$ cat config.mk
export PLATFORM = sky130hd
export DESIGN_NAME = cond_exec_stage
export DESIGN_NICKNAME = d
export VERILOG_FILES = /design/src/rtl/cond_pkg.sv /design/src/rtl/conditional_check.sv /design/src/rtl/cond_exec_stage.sv
export SDC_FILE = /design/constraint.sdc
export NUM_CORES = 1
export LEC_CHECK = 0
export BUFFER_PORTS_ARGS = -buffer_cell sky130_fd_sc_hd__buf_2
export CAP_MARGIN = 5
export CORE_MARGIN = 2
export CORE_UTILIZATION = 25
export CTS_CLUSTER_SIZE = 28
export DETAILED_ROUTE_END_ITERATION = 8
export SYNTH_ARGS = -nofsm -noshare
export SYNTH_HDL_FRONTEND = slang
export SYNTH_SLANG_ARGS = --single-unit
$ cat constraint.sdc
create_clock -name clk -period 2.7 [get_ports clk]
set_input_delay 0.54 -clock clk [delete_from_list [all_inputs] [get_ports clk]]
set_output_delay 0.54 -clock clk [all_outputs]
set_load 0.005 [all_outputs]
$ cat src/rtl/cond_pkg.sv
// Shared types for the execute-stage condition unit.
// Condition codes, flag-write bit indices and flush FSM states.
package cond_pkg;

  typedef enum logic [3:0] {
    EQ = 4'b0000,
    NE = 4'b0001,
    CS = 4'b0010,
    CC = 4'b0011,
    MI = 4'b0100,
    PL = 4'b0101,
    AL = 4'b1110
  } cond_t;

  localparam int FLAGW_NZ = 1;
  localparam int FLAGW_C  = 0;

  typedef enum logic {
    IDLE  = 1'b0,
    FLUSH = 1'b1
  } flush_state_t;

endpackage

$ cat src/rtl/conditional_check.sv
// Evaluates a 4-bit condition code against the NZC flags.
// Unsupported codes never pass.
module conditional_check
  import cond_pkg::*;
(
  input  logic [3:0] cond,
  input  logic       c,
  input  logic       n,
  input  logic       z,
  output logic       cond_ex
);

  always_comb begin
    cond_ex = 1'b0;
    case (cond)
      EQ:      cond_ex = z;
      NE:      cond_ex = ~z;
      CS:      cond_ex = c;
      CC:      cond_ex = ~c;
      MI:      cond_ex = n;
      PL:      cond_ex = ~n;
      AL:      cond_ex = 1'b1;
      default: cond_ex = 1'b0;
    endcase
  end

endmodule

$ cat src/rtl/cond_exec_stage.sv
// Execute-stage condition unit: NZC flags, write gating and
// the wrong-path flush sequence after a taken branch.
module cond_exec_stage
  import cond_pkg::*;
#(
  parameter int FLUSH_CYCLES = 2
) (
  input  logic       clk,
  input  logic       rst,
  input  logic       valid_i,
  input  logic       stall_i,
  input  logic [3:0] cond_i,
  input  logic [1:0] flag_w_i,
  input  logic       reg_w_i,
  input  logic       mem_w_i,
  input  logic       pcs_i,
  input  logic       alu_n_i,
  input  logic       alu_z_i,
  input  logic       alu_c_i,
  output logic       reg_we_o,
  output logic       mem_we_o,
  output logic       pc_src_o,
  output logic       flush_o,
  output logic [2:0] flags_o
);

  localparam int CW = $clog2(FLUSH_CYCLES + 1);

  flush_state_t  state;
  flush_state_t  state_nxt;
  logic [CW-1:0] cnt;
  logic [CW-1:0] cnt_nxt;

  logic n;
  logic z;
  logic c;
  logic cond_ex;
  logic live;
  logic fire;

  conditional_check u_check (
    .cond    (cond_i),
    .c       (c),
    .n       (n),
    .z       (z),
    .cond_ex (cond_ex)
  );

  // Reset outranks everything, so it also masks the write enables.
  assign live = valid_i & ~stall_i & ~rst & (state == IDLE);
  assign fire = live & cond_ex;

  always_comb begin
    reg_we_o = fire & reg_w_i;
    mem_we_o = fire & mem_w_i;
    pc_src_o = fire & pcs_i;
  end

  assign flags_o = {n, z, c};

  always_ff @(posedge clk) begin
    if (rst) begin
      n <= 1'b0;
      z <= 1'b0;
      c <= 1'b0;
    end else if (fire) begin
      if (flag_w_i[FLAGW_NZ]) begin
        n <= alu_n_i;
        z <= alu_z_i;
      end
      if (flag_w_i[FLAGW_C]) begin
        c <= alu_c_i;
      end
    end
  end

  always_ff @(posedge clk) begin
    if (rst) begin
      state <= IDLE;
      cnt   <= '0;
    end else begin
      state <= state_nxt;
      cnt   <= cnt_nxt;
    end
  end

  always_comb begin
    state_nxt = state;
    cnt_nxt   = cnt;
    flush_o   = 1'b0;
    unique case (state)
      IDLE: begin
        if (pc_src_o) begin
          state_nxt = FLUSH;
          cnt_nxt   = CW'(FLUSH_CYCLES - 1);
        end
      end
      FLUSH: begin
        flush_o = ~rst;
        if (!stall_i) begin
          if (cnt == '0) state_nxt = IDLE;
          else           cnt_nxt   = cnt - CW'(1);
        end
      end
    endcase
  end

endmodule

==> results.json, run 1 <==
{
  "syn_to_final_growth_pct": 28.6,
  "power_uw": 210,
  "netlist_instances": 58,
  "worstSkewPairLatency_ns": 0.24,
  "fin_ws_ns": 0.316,
  "start_kind": "input port",
  "period_minus_slack_ns": 2.38,
  "fin_skew_ns": 0.00705,
  "hold_class": "reg2reg",
  "critPathKind": "in2out",
  "ys_seq_area_share_pct": 23.9,
  "ctsHoldBuffers": 0,
  "syn-num-nets": 75,
  "grt_setup_unrepaired": "false",
  "die_x_um": 48.9,
  "dpl_worst_slack_ns": 0.375,
  "root_buffer": "clkbuf_4",
  "h-tree-depth": 1,
  "period_share_pct": 88.3,
  "layout_common_cells": "buf_2, inv_1, dfxtp_1",
  "wl_per_cell_um": 11.3,
  "final_cells": 107,
  "grt_max_degree": 10,
  "final-max-slew-violation-count": 0,
  "async_flop_share_pct": 0,
  "antenna_found_initial": 0,
  "io_buffers": 22,
  "drt-initial-drc-count": 5,
  "cts.sinks": 6,
  "yosysWarningCount": 0,
  "core_um2": 1920,
  "synth_ff_type": "dfxtp_1",
  "drive_gt1_share_pct": 40.0,
  "final_common_cell": "buf_2",
  "end_kind": "primary output",
  "postCtsSetupBuffers": 0,
  "arrival_ns": 1.84,
  "drc_errors": 0,
  "power_per_cell_area_nw_per_um2": 325,
  "die_h_um": 48.9,
  "clk_pin_slew_ns": 0.05,
  "cts_tree": "yes",
  "dpl.hpwl_um": 950,
  "grt_pass1_vias": 478,
  "grt_overflow": 0,
  "clock_path_buffers": 2,
  "p_leak_uw": 0.000300,
  "avgSynthCellArea_um2": 8.67,
  "status": "finished clean",
  "gr-usage-all-layers_pct": 10.9,
  "hold_viol": 0,
  "fmax_ghz": 0.420,
  "worst_pin_slew_ns": 0.402,
  "antenna_left": 0,
  "synth_cell_types": 28,
  "vias": 498,
  "gp_congestion": 0.775,
  "cp.required_ns": 2.16,
  "drt_pre_antenna_iters": 4,
  "viasPerCell": 4.65,
  "synth_edf_count": 0,
  "ys_ff_latch": 6,
  "grt_pass1_wl_um": 2040,
  "irDropWorstVdd_v": 0.000116,
  "layout.nets": 99,
  "dp.cells": 104,
  "row_count": 16,
  "start_util_pct": 26.2,
  "cap_viol_max_count": 0,
  "finalSetupViolations": 0,
  "tns_ns": 0,
  "cts-resized-gates": 0,
  "netlist_area_um2": 503,
  "dieArea_um2": 2390,
  "slew_headroom_pct": 72.8,
  "diodes": 0,
  "ios": 23,
  "cts_buffers": 3,
  "critPathMaxFanout": 6,
  "totalWireLength_um": 1210
}
-- stage by stage --
stage / hold WS [ns] / cell area (um^2) / utilization, %
after global placement: 0.499 / 624 / 32.5
after detailed placement: 0.506 / 624 / 32.5
final: 0.523 / 647 / 33.7
after global routing: 0.529 / 647 / 33.7
after CTS: 0.514 / 647 / 33.7
after floorplan: 0.465 / 503 / -
-- synthesized netlist by cell type, types with 2 or more instances --
cell | instances | area share, %
inv_1 | 7 | 5.2
dfxtp_1 | 6 | 24
nor2b_1 | 5 | 6.2
a21oi_1 | 3 | 3.0
and2_1 | 3 | 3.7
buf_4 | 3 | 4.5
mux2_4 | 3 | 9.0
nand2b_1 | 3 | 3.7
nor2_1 | 3 | 2.2
nand2_1 | 2 | 1.5
nor3_1 | 2 | 2.0
o31ai_1 | 2 | 3.0
-- flip-flops by register name (all words and copies together), names as in the netlist --
register,flops
c,1
cnt,2
n,1
state,1
z,1
-- layout make-up --
| cell class | instances | area, um^2 |
|---|---|---|
| Tap cell | 27 | 33.8 |
| Clock buffer | 3 | 22.5 |
| Fill cell | 215 | 1270 |
| Multi-Input combinational cell | 42 | 334 |
| Sequential cell | 6 | 120 |
| Inverter | 7 | 26.3 |
| Timing Repair Buffer | 22 | 110 |
-- routing by layer --
layer | routed length, um | vias to the layer above | track usage (%) | part of all wire (%)
met5 | 0 | - | 0 | 0
met4 | 19 | 0 | 5.71 | 1.6
met2 | 515 | 17 | 16.7 | 43
met3 | 55 | 2 | 2.15 | 4.5
met1 | 619 | 221 | 14.6 | 51
li1 | - | 258 | - | -
-- final timing paths --
kind                    start              to  slack (ns)  cells past startpoint
min reg2reg    n$_SDFFE_PP0P_  n$_SDFFE_PP0P_        0.52                      2
min            n$_SDFFE_PP0P_  n$_SDFFE_PP0P_        0.52                      2
max reg2reg  state$_SDFF_PP0_  c$_SDFFE_PP0P_        0.97                      4
max                   stall_i        reg_we_o        0.32                      6
-- report_power, final --
group / switching (uW) / internal [uW]
Sequential: 0.923 / 89.8
Combinational: 19.1 / 19.7
Clock: 30.6 / 50.2
Total: 50.6 / 160
-- cells by family after synthesis --
group / Yosys count / share of synthesized area [%]
and+or+nand+nor: 23 / 28.6
AOI/OAI and AO/OA: 13 / 22.1
buffers and inverters: 10 / 9.70
DFF: 6 / 23.9
muxes: 5 / 13.2
adders and majority gates: 1 / 2.49
-- worst max-delay path, cell delays in order --
cell,delay [ns]
buf_2,0.13
nor4b_1,0.41
o221ai_1,0.26
nor3_1,0.25
and2_1,0.15
buf_2,0.10
(Power assumes the default switching activity.)
==> run 2, diff against run 1 <==
--- a/config.mk
+++ b/config.mk
@@ -9,8 +9,10 @@
 export CAP_MARGIN = 5
 export CORE_MARGIN = 2
 export CORE_UTILIZATION = 25
+export CTS_BUF_LIST = sky130_fd_sc_hd__clkbuf_8
 export CTS_CLUSTER_SIZE = 28
 export DETAILED_ROUTE_END_ITERATION = 8
+export SLEW_MARGIN = 20
 export SYNTH_ARGS = -nofsm -noshare
 export SYNTH_HDL_FRONTEND = slang
 export SYNTH_SLANG_ARGS = --single-unit
==> run 2 against run 1 <==
  * Wire length up 1.5%
  * Cell count did not move
  * Clock power rose by 62%
  * Via count rose by 0.60%
  * Highest routed layer is now met3
==> results.json, run 2 (synthesis gave the netlist of run 1 again) <==
{
  "start_util_pct": 26.2,
  "largest_reg_flops": 2,
  "period_share_pct": 88.7,
  "arrival_ns": 1.86,
  "switching_share_pct": 21.5,
  "cp_cell_sequence": "buf_2 > nor4b_1 > o221ai_1 > nor3_1 > and2_1 > buf_2",
  "diodes": 0,
  "slowest_delay_ns": 0.41,
  "hold_class": "reg2reg",
  "rr_worst_depth": 4,
  "postCtsSetupBuffers": 0,
  "start_kind": "input port",
  "regMostFlops": "cnt",
  "fmax_ghz": 0.417,
  "h-tree-depth": 1,
  "crit_start": "stall_i",
  "syn_to_final_growth_pct": 32.3,
  "critPathKind": "in2out",
  "gp_congestion": 0.775,
  "antenna_found_initial": 0,
  "cp.required_ns": 2.16,
  "worstReg2RegEnd": "z$_SDFFE_PP0P_",
  "worstSkewPairLatency_ns": 0.22,
  "gr-usage-all-layers_pct": 10.7,
  "tns_ns": 0,
  "dpl.hpwl_um": 950,
  "grt_setup_unrepaired": "false",
  "fin_skew_ns": 0.00407,
  "irDropWorstVdd_v": 0.000123,
  "ctsHoldBuffers": 0,
  "rrSetupSlack_ns": 0.97,
  "viasPerCell": 4.68,
  "core_um2": 1920,
  "cap_viol_max_count": 0,
  "drt_pre_antenna_iters": 4,
  "hold_viol": 0,
  "switching_power_uw": 56.1,
  "worst_pin_slew_ns": 0.407,
  "cts_buffers": 3,
  "p_leak_uw": 0.000308,
  "wl_per_cell_um": 11.5,
  "dieArea_um2": 2390,
  "cts-resized-gates": 0,
  "critPathMaxFanout": 6,
  "dpl_worst_slack_ns": 0.375,
  "power.internal_uw": 205,
  "clk_pin_slew_ns": 0.04,
  "row_count": 16,
  "period_minus_slack_ns": 2.40,
  "holdWs_ns": 0.518,
  "cp_slowest_cell": "nor4b_1",
  "status": "finished clean",
  "drt-initial-drc-count": 7,
  "seqPwrFrac_pct": 34.8,
  "drive_gt1_share_pct": 40.0,
  "clock_path_buffers": 2,
  "vias": 501,
  "pwr-share-clk_pct": 50.3,
  "cts.sinks": 6,
  "cts_tree": "yes",
  "die_x_um": 48.9,
  "die_h_um": 48.9,
  "layout_common_cells": "buf_2, inv_1, dfxtp_1",
  "power_per_cell_area_nw_per_um2": 393,
  "grt_overflow": 0,
  "power_uw": 262,
  "grt_pass1_wl_um": 2030,
  "combinationalPowerShare_pct": 14.9,
  "antenna_left": 0,
  "fin_ws_ns": 0.304,
  "crit_end": "reg_we_o",
  "final-max-slew-violation-count": 0,
  "io_buffers": 22,
  "grt_max_degree": 10,
  "layout.nets": 99,
  "end_kind": "primary output",
  "r2r-start": "state$_SDFF_PP0_",
  "root_buffer": "clkbuf_8",
  "totalWireLength_um": 1230,
  "drc_errors": 0,
  "grt_pass1_vias": 479,
  "slew_headroom_pct": 72.5,
  "final_common_cell": "buf_2",
  "critPathMostFrequentCell": "buf_2",
  "finalSetupViolations": 0,
  "ios": 23
}
run 2: power groups by stage:
stage               clock (uW)  combinational (uW)  sequential, uW
detailed placement           0                38.5            92.4
global route               138                43.1            91.1
finish                     131                39.0            91.1
floorplan                    0                18.8            92.1
global placement             0                38.1            92.4
CTS                        134                38.8            91.0
run 2: stage by stage:
stage / utilization [%] / instance area, um^2 / std cells
finish: 34.6 / 666 / 107
global route: 34.6 / 666 / 107
CTS: 34.6 / 666 / 107
detailed placement: 32.5 / 624 / 104
global placement: 32.5 / 624 / 104
floorplan: - / 503 / 58
run 2: area by class of cell:
class,instances,area [um^2]
Fill cell,213,1260
Multi-Input combinational cell,42,334
Inverter,7,26.3
Timing Repair Buffer,22,110
Tap cell,27,33.8
Clock buffer,3,41.3
Sequential cell,6,120
run 2: metal layers:
layer	up-vias	share of wire (%)	GRT usage [%]
li1	257	-	-
met1	222	50	14.6
met2	22	44	16.7
met3	0	5.8	1.23
met4	0	0	5.71
met5	-	0	0
run 2: worst max-delay path: cells and delay by family:
kind / cells / cell delay [ns]
AOI/OAI and AO/OA: 1 / 0.26
and+or+nand+nor: 3 / 0.81
buffers and inverters: 2 / 0.24
run 2: worst min-delay path by stage:
stage	from	endpoint	depth (start not counted)
CTS	n$_SDFFE_PP0P_	n$_SDFFE_PP0P_	2
floorplan	state$_SDFF_PP0_	cnt[1]$_SDFFE_PP0P_	2
global placement	n$_SDFFE_PP0P_	n$_SDFFE_PP0P_	2
global route	n$_SDFFE_PP0P_	n$_SDFFE_PP0P_	2
detailed placement	n$_SDFFE_PP0P_	n$_SDFFE_PP0P_	2
finish	n$_SDFFE_PP0P_	n$_SDFFE_PP0P_	2
